<file path="src/rtl/iob_split_pkg.sv">
// iob_split_pkg -- constants and helpers shared by the IOb split block.
//
// Contents:
//   sel_w_f      width of the slave select field taken from the top address bits
//   PEND_CNT_W   width of the outstanding-read counter
//   ERR_RDATA    read data returned for unmapped selects (sliced to DATA_W)
//
// Configuration macro: IOB_SPLIT_DECERR_EN widens the select by one bit so that
// out-of-range selects can be routed to the internal error responder.
package iob_split_pkg;

  localparam int PEND_CNT_W      = 4;
  localparam int ERR_RDATA_MAX_W = 64;
  localparam logic [ERR_RDATA_MAX_W-1:0] ERR_RDATA = '1;

  function automatic int sel_w_f(input int n_slaves);
`ifdef IOB_SPLIT_DECERR_EN
    return $clog2(n_slaves) + 1;
`else
    return $clog2(n_slaves);
`endif
  endfunction

endpackage

</file>
<file path="src/rtl/iob_reg_re.sv">
// iob_reg_re -- register with asynchronous reset, synchronous reset and enable.
//
// Ports:
//   clk_i   clock
//   arst_i  asynchronous active-high reset (loads RST_VAL)
//   rst_i   synchronous active-high reset (loads RST_VAL)
//   en_i    load enable
//   data_i  next value
//   data_o  registered value
module iob_reg_re #(
  parameter int                DATA_W  = 1,
  parameter logic [DATA_W-1:0] RST_VAL = '0
) (
  input  logic              clk_i,
  input  logic              arst_i,
  input  logic              rst_i,
  input  logic              en_i,
  input  logic [DATA_W-1:0] data_i,
  output logic [DATA_W-1:0] data_o
);

  logic [DATA_W-1:0] data_d;
  logic [DATA_W-1:0] data_q;

  always_comb begin
    data_d = data_q;
    if (rst_i) begin
      data_d = RST_VAL;
    end else if (en_i) begin
      data_d = data_i;
    end
  end

  always_ff @(posedge clk_i or posedge arst_i) begin
    if (arst_i) begin
      data_q <= RST_VAL;
    end else begin
      data_q <= data_d;
    end
  end

  assign data_o = data_q;

endmodule

</file>
<file path="src/rtl/iob_split.sv">
// iob_split -- routes one upstream IOb request port to N_SLAVES downstream IOb
// ports, selected by the top address bits, and tracks outstanding reads so
// that responses come back in order from a single slave.
//
// Ports:
//   clk_i, arst_i               clock, asynchronous active-high reset
//   m_avalid_i .. m_wstrb_i     upstream request (write when any strobe set)
//   m_rvalid_o, m_rdata_o       upstream read response
//   m_ready_o                   upstream accept
//   s_avalid_o                  one-hot downstream request valid
//   s_addr_o/s_wdata_o/s_wstrb_o shared downstream request fields
//   s_rvalid_i, s_rdata_i       per-slave read responses (packed)
//   s_ready_i                   per-slave accept
//
// Configuration macro: IOB_SPLIT_DECERR_EN -- when defined, selects at or above
// N_SLAVES are served by an internal responder (always ready, all-ones data one
// cycle after accept). When undefined, such selects are never accepted.
module iob_split
  import iob_split_pkg::*;
#(
  parameter int ADDR_W      = 32,
  parameter int DATA_W      = 32,
  parameter int N_SLAVES    = 4,
  parameter int MAX_PENDING = 4
) (
  input  logic                         clk_i,
  input  logic                         arst_i,
  input  logic                         m_avalid_i,
  input  logic [ADDR_W-1:0]            m_addr_i,
  input  logic [DATA_W-1:0]            m_wdata_i,
  input  logic [DATA_W/8-1:0]          m_wstrb_i,
  output logic                         m_rvalid_o,
  output logic [DATA_W-1:0]            m_rdata_o,
  output logic                         m_ready_o,
  output logic [N_SLAVES-1:0]          s_avalid_o,
  output logic [ADDR_W-1:0]            s_addr_o,
  output logic [DATA_W-1:0]            s_wdata_o,
  output logic [DATA_W/8-1:0]          s_wstrb_o,
  input  logic [N_SLAVES-1:0]          s_rvalid_i,
  input  logic [N_SLAVES*DATA_W-1:0]   s_rdata_i,
  input  logic [N_SLAVES-1:0]          s_ready_i
);

  localparam int SEL_W = sel_w_f(N_SLAVES);

  logic [SEL_W-1:0]      sel;
  logic [SEL_W-1:0]      idx;
  logic [SEL_W-1:0]      pend_sel;
  logic                  is_read;
  logic                  stall;
  logic                  ready_sel;
  logic                  rvalid_sel;
  logic [DATA_W-1:0]     rdata_sel;
  logic                  acc_rd;
  logic                  resp;
  logic [PEND_CNT_W-1:0] pend_cnt_d;
  logic [PEND_CNT_W-1:0] pend_cnt_q;

  assign sel     = m_addr_i[ADDR_W-1 -: SEL_W];
  assign is_read = ~|m_wstrb_i;

`ifdef IOB_SPLIT_DECERR_EN
  logic err_rvalid;
  // Every unmapped select collapses onto the responder index N_SLAVES, so two
  // different unmapped selects count as the same target for ordering.
  assign idx = (int'(sel) >= N_SLAVES) ? SEL_W'(N_SLAVES) : sel;
`else
  assign idx = sel;
`endif

  // Ordering: only one target may have reads outstanding at a time.
  assign stall = ((pend_cnt_q != '0) && (idx != pend_sel)) ||
                 (is_read && (pend_cnt_q == PEND_CNT_W'(MAX_PENDING)));

  // Request-side mux; an unmapped select without the responder stays not-ready.
  always_comb begin
    ready_sel = 1'b0;
    for (int i = 0; i < N_SLAVES; i++) begin
      s_avalid_o[i] = (idx == SEL_W'(i)) & m_avalid_i & ~stall;
      if (idx == SEL_W'(i)) begin
        ready_sel = s_ready_i[i];
      end
    end
`ifdef IOB_SPLIT_DECERR_EN
    if (idx == SEL_W'(N_SLAVES)) begin
      ready_sel = 1'b1;
    end
`endif
  end

  // Response-side mux follows pend_sel. The default data is the error pattern,
  // which is also what the responder returns; mapped slaves override it.
  always_comb begin
    rvalid_sel = 1'b0;
    rdata_sel  = ERR_RDATA[DATA_W-1:0];
    for (int i = 0; i < N_SLAVES; i++) begin
      if (pend_sel == SEL_W'(i)) begin
        rvalid_sel = s_rvalid_i[i];
        rdata_sel  = s_rdata_i[i*DATA_W +: DATA_W];
      end
    end
`ifdef IOB_SPLIT_DECERR_EN
    if (pend_sel == SEL_W'(N_SLAVES)) begin
      rvalid_sel = err_rvalid;
    end
`endif
  end

  assign m_ready_o  = ready_sel & ~stall;
  assign m_rvalid_o = rvalid_sel & (pend_cnt_q != '0);
  assign m_rdata_o  = rdata_sel;
  assign s_addr_o   = m_addr_i;
  assign s_wdata_o  = m_wdata_i;
  assign s_wstrb_o  = m_wstrb_i;

  assign acc_rd = m_avalid_i & m_ready_o & is_read;
  assign resp   = m_rvalid_o;

  // The counter cannot wrap: accepts stop at MAX_PENDING and responses are
  // only counted while pend_cnt_q is non-zero.
  always_comb begin
    pend_cnt_d = pend_cnt_q;
    if (acc_rd && !resp) begin
      pend_cnt_d = pend_cnt_q + PEND_CNT_W'(1);
    end else if (!acc_rd && resp) begin
      pend_cnt_d = pend_cnt_q - PEND_CNT_W'(1);
    end
  end

  always_ff @(posedge clk_i or posedge arst_i) begin
    if (arst_i) begin
      pend_cnt_q <= '0;
    end else begin
      pend_cnt_q <= pend_cnt_d;
    end
  end

  iob_reg_re #(
    .DATA_W  (SEL_W),
    .RST_VAL ('0)
  ) u_pend_sel (
    .clk_i  (clk_i),
    .arst_i (arst_i),
    .rst_i  (1'b0),
    .en_i   (acc_rd),
    .data_i (idx),
    .data_o (pend_sel)
  );

`ifdef IOB_SPLIT_DECERR_EN
  iob_reg_re #(
    .DATA_W  (1),
    .RST_VAL (1'b0)
  ) u_err_rvalid (
    .clk_i  (clk_i),
    .arst_i (arst_i),
    .rst_i  (1'b0),
    .en_i   (1'b1),
    .data_i (acc_rd & (idx == SEL_W'(N_SLAVES))),
    .data_o (err_rvalid)
  );
`endif

endmodule

</file>
<file path="config.mk">
export PLATFORM = sky130hd
export DESIGN_NAME = iob_split
export DESIGN_NICKNAME = d
export VERILOG_FILES = /design/src/rtl/iob_split_pkg.sv /design/src/rtl/iob_reg_re.sv /design/src/rtl/iob_split.sv
export SDC_FILE = /design/constraint.sdc
export NUM_CORES = 1
export LEC_CHECK = 0
export ABC_AREA = 1
export CAP_MARGIN = 10
export CORE_AREA = 2 2 121 123
export DETAILED_ROUTE_END_ITERATION = 16
export DIE_AREA = 0 0 123 125
export GPL_TIMING_DRIVEN = 1
export SLEW_MARGIN = 20
export SYNTH_ARGS = -nofsm -noshare
export SYNTH_HDL_FRONTEND = slang
export SYNTH_SLANG_ARGS = --single-unit
</file>
<file path="constraint.sdc">
create_clock -name clk_i -period 2.4 [get_ports clk_i]
set_input_delay 0.36 -clock clk_i [delete_from_list [all_inputs] [get_ports clk_i]]
set_output_delay 0.36 -clock clk_i [all_outputs]
set_load 0.01 [all_outputs]
</file>
======== Word-level counts from Yosys, hierarchy flattened ========
Index checks and enable logic that the tools add are counted.
operators by class
  shift-type cells ........................ 0
  bitwise gates (word level) .............. 13
  divide/modulo/power cells ............... 0
  equality and inequality tests ........... 8
  reduce and logical (&&, ||, !) cells .... 13
  muxes and demuxes ....................... 14
  order comparisons ....................... 0
  $add $sub $neg .......................... 2
  multipliers ............................. 0
operators with widths
  operator                                             number
  2-to-1 mux 32 bit                                    4
  bitwise AND 1 bit                                    12
  equality test 2 bit, second input constant           4
  2-to-1 mux 1 bit                                     8
  2-to-1 mux 4 bit                                     2
  adder 4 x 1 -> 4 bit, second input constant          1
  equality test 2 x 1 -> 1 bit, second input constant  2
  equality test 4 x 3 -> 1 bit, second input constant  1
  logical AND 1 bit                                    4
  zero test 2 bit                                      2
  nonzero test 4 bit                                   1
  OR reduction 4 bit                                   1
  subtractor 4 x 1 -> 4 bit, second input constant     1
  zero test 1 bit                                      3
  inequality test 2 bit                                1
  nonzero test 2 bit                                   1
  logical OR 1 bit                                     1
  NOT 1 bit                                            1
storage, ports and cells
  latch bits .............................. 0
  input bits .............................. 207
  register bits ........................... 6
  memories ................................ 0
  bits in read-only memories .............. 0
  logic and storage cells ................. 52
  RAM bits ................................ 0
  output and inout port bits .............. 106

======== Longest topological paths before layout ========
Gate-level depths: netlist of run 1.
  depth after elaboration ................. 12
  gate-level depth with buffers ........... 19
  gate-level depth less buffers ........... 18

======== By module ========
A second synthesis of run 1 with hierarchy kept.
second synthesis, totals
  cell total of the unflattened synthesis .. 377
  area, all modules ....................... 2115.8 um^2
by module, submodules not included
  module      cells each  area each (um^2)  times used  seq. area each (um^2)
  iob_split   366         2026.9            1           100.1
  iob_reg_re  11          88.8              1           50.0

======== Least setup slack after synthesis of run 1 ========
No wires, ideal clock.
  path kind ............................... register -> register
  start point ............................. register pend_cnt_q[0]
  end point ............................... register pend_cnt_q[3]
  arrival ................................. 2007 ps
  stages on the path, launching flop included .. 17
  period minus slack after synthesis ...... 2133 ps
  buffers on the path ..................... 0
  setup time .............................. 126 ps
  required time ........................... 2274 ps
  setup slack ............................. 267 ps
  cells stage by stage .................... dfrtp_1 nor2_1 nand3_1 nand2_1 nand4_1 inv_1 ha_1 inv_1 ha_1 nand2_1 inv_1 o21ai_0 nand2_1 nand2_1 nand2_1 nand2_1 o21ai_0
on the way
  cells in the longest elaborated chain, start to end .. 10
  elaborated cells on any way between the ends .. 19
  classes of those cells .................. add/sub: 2; eq/ne: 1; mux: 2; bitwise: 5; reduce/logical: 9
RTL lines
  what                                                                RTL line                          source
  start: declaration                                                  iob_split.sv:57                   logic [PEND_CNT_W-1:0] pend_cnt_q;
  start signal: assignment                                            iob_split.sv:134                  pend_cnt_q <= pend_cnt_d;
  equality test 4 x 3 -> 1 bit or nonzero test 4 bit (tied branches)  iob_split.sv:73, iob_split.sv:72
  logical AND 1 bit, on equally long branches                         iob_split.sv:73, iob_split.sv:72
  logical OR 1 bit (*)                                                iob_split.sv:72                   assign stall = ((pend_cnt_q != '0) && (idx != pend_sel)) ||
  NOT 1 bit (*)                                                       iob_split.sv:109                  assign m_ready_o = ready_sel & ~stall;
  bitwise AND 1 bit (*)                                               iob_split.sv:109
  bitwise AND 1 bit (*) (2 in series)                                 iob_split.sv:116                  assign acc_rd = m_avalid_i & m_ready_o & is_read;
  net acc_rd                                                          iob_split.sv:54                   logic acc_rd;
  zero test 1 bit                                                     iob_split.sv:125                  end else if (!acc_rd && resp) begin
  logical AND 1 bit                                                   iob_split.sv:125
  nonzero test 2 bit (no source line)                                 n/a
Mark *: on every way through the listed nets, which the timed path passes. The rest lies on a longest branch. The select of a mux whose other input is x is not followed.
A chain may end at the register's enable or synchronous reset.

======== Final worst setup path of run 1 ========
  start point ............................. register u_pend_sel.data_q[1] (netlist: u_pend_sel.data_o[1])
  end point ............................... output port m_rdata_o[30]
on the way
  cells in the longest elaborated chain, start to end .. 5
  elaborated cells on any way between the ends .. 8
  classes of those cells .................. eq/ne: 3; mux: 4; reduce/logical: 1
RTL lines
  what                             RTL line          source
  start: declaration               iob_reg_re.sv:23  logic [DATA_W-1:0] data_q;
  start signal: assignment         iob_reg_re.sv:38  data_q <= data_d;
  zero test 2 bit                  iob_split.sv:97   if (pend_sel == SEL_W'(i)) begin
  2-to-1 mux 32 bit (3 in series)  iob_split.sv:97
  2-to-1 mux 32 bit (*)            iob_split.sv:97
  end: declaration                 iob_split.sv:33   output logic [DATA_W-1:0] m_rdata_o,
Mark *: on every way between the ends. The rest lies on a longest branch, timed or not.

==> run_results.csv, run 1 <==
group,metric,value,unit
run_status,status,"finished clean",
setup_path,crit_family,"buffers and inverters",
drt,via_per_inst,3.972,
final_layout,final_cell_area,3909,µm²
timing,max_clock_freq,436.2,MHz
final_layout,multi_input_area,1139,µm²
timing,final.setup.tns,0,ps
clock_network,clockBufferDepth,2,
die,core-area,14200,µm²
setup_path,worstPathArrival,1930,ps
flow_run,cap_violations,0,
grt,grt_pass1_wl,13800,µm
synth,seq_area_frac_synth,7.629,%
grt,grt_usage,11.54,%
synth,synth_top_family_by_area,"buffers and inverters",
clock_network,path_clk_slew,30,ps
clock_network,cts-root-buf,"clkbuf_16",
synth,yosysTopAreaCellShare,27.46,%
synth,synth_flop_cell,"dfrtp_1",
synth,synth_xor_area_share,1.335,%
synth,synth-edff-count,0,
final_layout,diodes,0,
synth,synth-seq-cells,6,
synth,async_flop_share,100.0,%
die,die_area,15380,µm²
drt,drt_first_pass_iters,4,
die,fp.dieW,123,µm
synth,yosys.area.top_type,"buf_4",
grt,grt_pass1_vias,2530,
synth,ys_warn_count,0,
clock_network,insertion_delay,230,ps
synth,synth_most_common_cell,"nand2_1",
timing,tightest_slew,257.1,ps
setup_path,end_kind,"output port",
timing,period_share,95.53,%
synth,synth_adder_area_share,2.924,%
setup_path,cp_num_buf_inv,4,
place,dp_hpwl,8240,µm
timing,setup_viol,0,
timing,slew_headroom,82.84,%
synth,synth_fp_nets,559,
setup_path,crit_chain,"buf_12, nor2_4, buf_8, nand2_1, nand3_1, o21ai_0, inv_1, clkdlybuf4s50_1",
timing,finalHoldViolCount,0,
power_and_ir_drop,leakage,1.800,nW
clock_network,numCtsBuffers,3,
timing,finalClockSkew,2.185,ps
synth,yosysUniqueCellTypes,22,
synth,yosys-mux-area-fraction,0,%
synth,syn_area_per_cell,5.656,µm²
drt,route.detailed.drc,0,
clock_network,cts_tree,"built",
drt,vias,2681,
worst_hold_path,hold_path.class,"in -> async",
synth,syn_area,1968,µm²
timing,rsz0062_at_grt,"true",
synth,syn_inst,348,
setup_path,critPathRequiredTime,2040,ps
synth,synth_compound_area_share,16.53,%
drt,wire_per_inst,14.52,µm
power_and_ir_drop,powerDensity,543.9,nW/µm²
timing,min_period,2293,ps
drt,antenna_left,0,
die,start_util,13.86,%
timing,drv_slew,0,
setup_path,slowest_stage,"clkdlybuf4s50_1",
power_and_ir_drop,power,2.126,mW
die,rows,44,
place,port_buffers,188,
clock_network,htree_levels,1,
setup_path,crit_path_start_kind,"flip-flop",
place,placed_cell_area,3751,µm²
setup_path,critical-path-max-stage-delay,530,ps
drt,wl,9802,µm
final_layout,fin_nets,704,
synth,synthTopCellsByArea,"buf_4, nand2_1, nor2_1",
clock_network,clock-sinks,6,
die,die_h,125,µm
final_layout,area_growth,98.60,%
setup_path,critPathKind,"reg -> out",
die,boundaryPins,313,
place,place_congestion,0.7741,
final_layout,drive_gt1_share,10.79,%
drt,drtIter0Drc,82,
power_and_ir_drop,vdd_drop_max,565.0,µV
synth,synth-simple-area-share,35.54,%
grt,overflow,0,
final_layout,utilization,27.52,%
final_layout,register_area,151.4,µm²
synth,synthTopCellsByCount,"nand2_1, buf_4, nor2_1",
grt,grt_max_degree,39,
final_layout,fillers,1589,
setup_path,worstPathMaxFanout,10,
grt,antenna_found_initial,0,
## sequential cells by signal, indices dropped and copies added (netlist names)
name / flops
pend_cnt_q: 4
u_pend_sel.data_o: 2
## per-stage QoR
step | setup WS, ps | cells | hold WS (ps)
3_5_place_dp | -327.5 | 665 | 526.8
6_report | 107.3 | 675 | 363.2
5_1_grt | -86.25 | 675 | 406.2
2_1_floorplan | 266.6 | 348 | 151.0
4_1_cts | 6.767 | 673 | 369.9
3_3_place_gp | -234.6 | 665 | 512.1
## final cells by class
type / count / share of cell area (%)
flip-flops and latches: 6 / 3.873
well taps: 184 / 5.890
clock buffers: 3 / 1.921
inverters: 32 / 3.137
multi-input cells: 227 / 29.13
repair buffers: 223 / 56.05
## path summary, 6_finish.rpt
path	startpoint	end	slack, ps	depth (start not counted)
setup / recovery	u_pend_sel.data_o[1]	m_rdata_o[30]	110	8
hold / removal	arst_i	pend_cnt_q[0]	360	2
setup reg to reg	u_pend_sel.data_o[1]	pend_cnt_q[3]	140	17
hold reg to reg	pend_cnt_q[2]	pend_cnt_q[2]	530	2
max in group asynchronous	arst_i	u_pend_sel.data_o[1]	1810	2
min in group clk_i	pend_cnt_q[2]	pend_cnt_q[2]	530	2
## cell families after synthesis
group | count (synthesis)
and+or+nand+nor | 170
buffers and inverters | 115
AOI/OAI and AO/OA | 50
DFF | 6
adders and majority gates | 4
xor gates and xnor gates | 3
## layer usage
metal	track usage, %	vias up	share of wire (%)
met2	18.69	167	44
met4	4.078	0	3.8
met3	6.387	30	15
met1	12.65	1138	37
met5	0	-	0
li1	-	1346	-
## power by group
group	internal, mW	leakage [nW]	switching (mW)
Clock	0.214	0.0370	0.0577
Combinational	0.885	1.69	0.790
Sequential	0.144	0.0743	0.0351
Total	1.24	1.80	0.883
## timing repair
| action | in CTS | in global routing |
|---|---|---|
| setup endpoints to repair | 39 | 10 |
| resized for setup | 41 | 11 |
| pin swaps | 1 | 2 |
| buffers inserted | 5 | 2 |
| hold buffers | 0 | 0 |
## placed cells by master, fill, tap and decap left out, drive strengths merged
cell type	netlist	final
a21oi	1	1
buf	78	35
clkbuf	5	3
clkdlybuf4s50	0	152
dfrtp	6	6
dlygate4sd2	0	30
dlymetal6s2s	0	6
fa	1	1
ha	3	3
inv	32	32
nand2	93	93
nand3	20	20
nand3b	1	1
nand4	5	5
nor2	46	46
nor3	4	4
o21ai	30	30
o221ai	19	19
or2	1	1
xnor2	2	2
xor2	1	1
(Power assumes the default switching activity.)
==> run 2, diff against run 1 <==
--- a/config.mk
+++ b/config.mk
@@ -7,11 +7,13 @@
 export LEC_CHECK = 0
 export ABC_AREA = 1
 export CAP_MARGIN = 10
-export CORE_AREA = 2 2 121 123
+export CORE_AREA = 2 2 122 124
+export CTS_BUF_LIST = sky130_fd_sc_hd__clkbuf_8
 export DETAILED_ROUTE_END_ITERATION = 16
-export DIE_AREA = 0 0 123 125
+export DIE_AREA = 0 0 124 126
 export GPL_TIMING_DRIVEN = 1
 export SLEW_MARGIN = 20
 export SYNTH_ARGS = -nofsm -noshare
 export SYNTH_HDL_FRONTEND = slang
+export SYNTH_HIERARCHICAL = 1
 export SYNTH_SLANG_ARGS = --single-unit
==> run 2 against run 1 <==
Compared with the run above: highest routed layer unchanged; clock power shrank 43%; largest cell class unchanged; core utilization is 0.63 points higher; synthesized cell count grew 8.3%; clock skew rose by 0.83 ps; combinational power is 58% lower.
==> run_results.csv, run 2 <==
group,metric,value,unit
synth,synthTopCellsByArea,"buf_4, nand2_1, o21ai_0",
grt,overflow,0,
setup_path,critPathKind,"reg -> out",
final_layout,area_growth,90.42,%
drt,via_per_inst,3.916,
grt,grt_pass1_vias,2622,
synth,seq_area_frac_synth,7.096,%
die,die_h,126,µm
power_and_ir_drop,powerDensity,260.5,nW/µm²
drt,drt_first_pass_iters,4,
synth,synth_flop_cell,"dfrtp_1",
timing,finalHoldViolCount,0,
clock_network,clockBufferDepth,2,
setup_path,path_common_cell,"buf_4",
flow_run,cap_violations,0,
timing,finalClockSkew,3.020,ps
clock_network,numCtsBuffers,3,
synth,synth-seq-cells,6,
die,core-area,14310,µm²
final_layout,layout_common_cells,"clkdlybuf4s50_1, nand2_1, nor2_1",
synth,syn_area_per_cell,5.612,µm²
final_layout,top_register,"pend_cnt_q",
setup_path,worstPathArrival,1930,ps
drt,route.detailed.drc,0,
power_and_ir_drop,power,1.049,mW
timing,drv_slew,0,
synth,synthTopCellsByCount,"nand2_1, buf_4, nor2_1",
synth,ys_warn_count,6,
die,fp.dieW,124,µm
setup_path,crit_path_start_kind,"flip-flop",
clock_network,cts_tree,"built",
clock_network,path_clk_slew,40,ps
synth,synth-edff-count,0,
die,start_util,14.78,%
timing,min_period,2293,ps
setup_path,critical-path-max-stage-delay,480,ps
die,boundaryPins,313,
power_and_ir_drop,leakage,1.883,nW
setup_path,worstPathMaxFanout,13,
die,rows,44,
grt,grt_pass1_wl,13460,µm
setup_path,crit_chain,"buf_4, buf_4, nor3_1, nor2_1, o21ai_0, nand2_1, clkdlybuf4s50_1",
clock_network,cts-root-buf,"clkbuf_8",
synth,syn_inst,377,
place,place_congestion,0.7778,
setup_path,r2r_setup_slack,250,ps
final_layout,utilization,28.15,%
worst_hold_path,hold_path.class,"in -> async",
synth,yosys.area.top_type,"buf_4",
clock_network,insertion_delay,220,ps
final_layout,final_common_cell,"clkdlybuf4s50_1",
clock_network,clock-sinks,6,
run_status,status,"finished clean",
drt,wire_per_inst,13.46,µm
drt,vias,2749,
final_layout,largest_reg_flops,4,
timing,period_share,95.52,%
synth,synth_most_common_cell,"nand2_1",
place,port_buffers,188,
grt,grt_usage,10.91,%
synth,yosysUniqueCellTypes,26,
synth,async_flop_share,100.0,%
timing,setup_viol,0,
drt,wl,9446,µm
clock_network,htree_levels,1,
timing,rsz0062_at_grt,"false",
drt,antenna_left,0,
synth,syn_area,2116,µm²
setup_path,end_kind,"output port",
drt,drtIter0Drc,62,
die,die_area,15620,µm²
setup_path,slowest_stage,"clkdlybuf4s50_1",
timing,max_clock_freq,436.2,MHz
setup_path,critPathRequiredTime,2040,ps
synth,yosysTopAreaCellShare,26.61,%
final_layout,fin_nets,730,
place,dp_hpwl,7824,µm
power_and_ir_drop,vdd_drop_max,211.3,µV
grt,grt_max_degree,21,
final_layout,diodes,0,
grt,antenna_found_initial,0,
final_layout,drive_gt1_share,11.39,%
## run 2: cell count changes after synthesis, sizes merged, moves of 2 or more
cell	delta
o21ai	+34
o221ai	-17
nor3	+12
buf	+6
nand3	+5
nand4	-5
clkbuf	-3
inv	-3
nand2	-2
## run 2: timing repair
action                                  in CTS  in global routing
pin swaps                                    1                  2
resized for setup                            6                 32
endpoints found under the setup margin      31                 35
buffers inserted                             5                  2
hold buffers                                 0                  0
## run 2: cells by family after synthesis
logic type               Yosys count  share of synthesized area [%]
flip-flops                         6                          7.096
XOR/XNOR                           4                          1.656
other                              1                         0.1772
AO/OA/AOI/OAI                     66                          17.03
AND/OR/NAND/NOR                  181                          35.60
adder cells (fa/ha/maj)            4                          2.721
buffers and inverters            115                          35.72
## run 2: metrics by stage
stage | hold WS [ps] | area, µm² | worst slack (ps) | cells | TNS (ps)
CTS | 394.0 | 3929 | -4.171 | 700 | -4.171
global route | 398.4 | 4029 | 0.4636 | 702 | 0
finish | 382.2 | 4029 | 107.4 | 702 | 0
detailed placement | 550.6 | 3826 | -252.5 | 691 | -1059
floorplan | 101.2 | 2120 | 133.6 | 378 | 0
global placement | 555.1 | 3826 | -202.1 | 691 | -716.5
## run 2: cell type report
type / count / area [µm²]
well taps: 184 / 230.2
inverters: 29 / 113.9
clock buffers: 3 / 41.29
repair buffers: 222 / 2241
clock inverters: 1 / 3.754
flip-flops and latches: 6 / 151.4
multi-input cells: 257 / 1247
fillers: 1632 / 10280
## run 2: power breakdown
| part | switching (mW) | internal [mW] |
|---|---|---|
| logic | 0.266 | 0.445 |
| registers | 0.0488 | 0.136 |
| clock network | 0.0436 | 0.110 |
| total | 0.359 | 0.691 |
## run 2: worst paths after layout
path	startpoint	to	cells after the start
worst max-delay path	u_pend_sel/data_o[1]	m_rdata_o[7]	7
worst min-delay path	arst_i	u_pend_sel/data_o[0]	2
worst max register to register	u_pend_sel/data_o[0]	pend_cnt_q[3]	15
worst min register to register	pend_cnt_q[0]	pend_cnt_q[0]	1
max in group asynchronous	arst_i	pend_cnt_q[1]	2
min in group clk_i	pend_cnt_q[0]	pend_cnt_q[0]	1
## run 2: critical path: cells and delay by family (launching register included)
kind	cells	cell delay, ps
DFF	1	470
AOI/OAI and AO/OA	1	70
buffers and inverters	3	840
and+or+nand+nor	3	330
## run 2: metal layers
layer	GRT usage, %	part of all wire (%)
met3	3.895	11
met2	18.00	46
met1	12.77	39
met4	4.362	3.9
met5	0	0
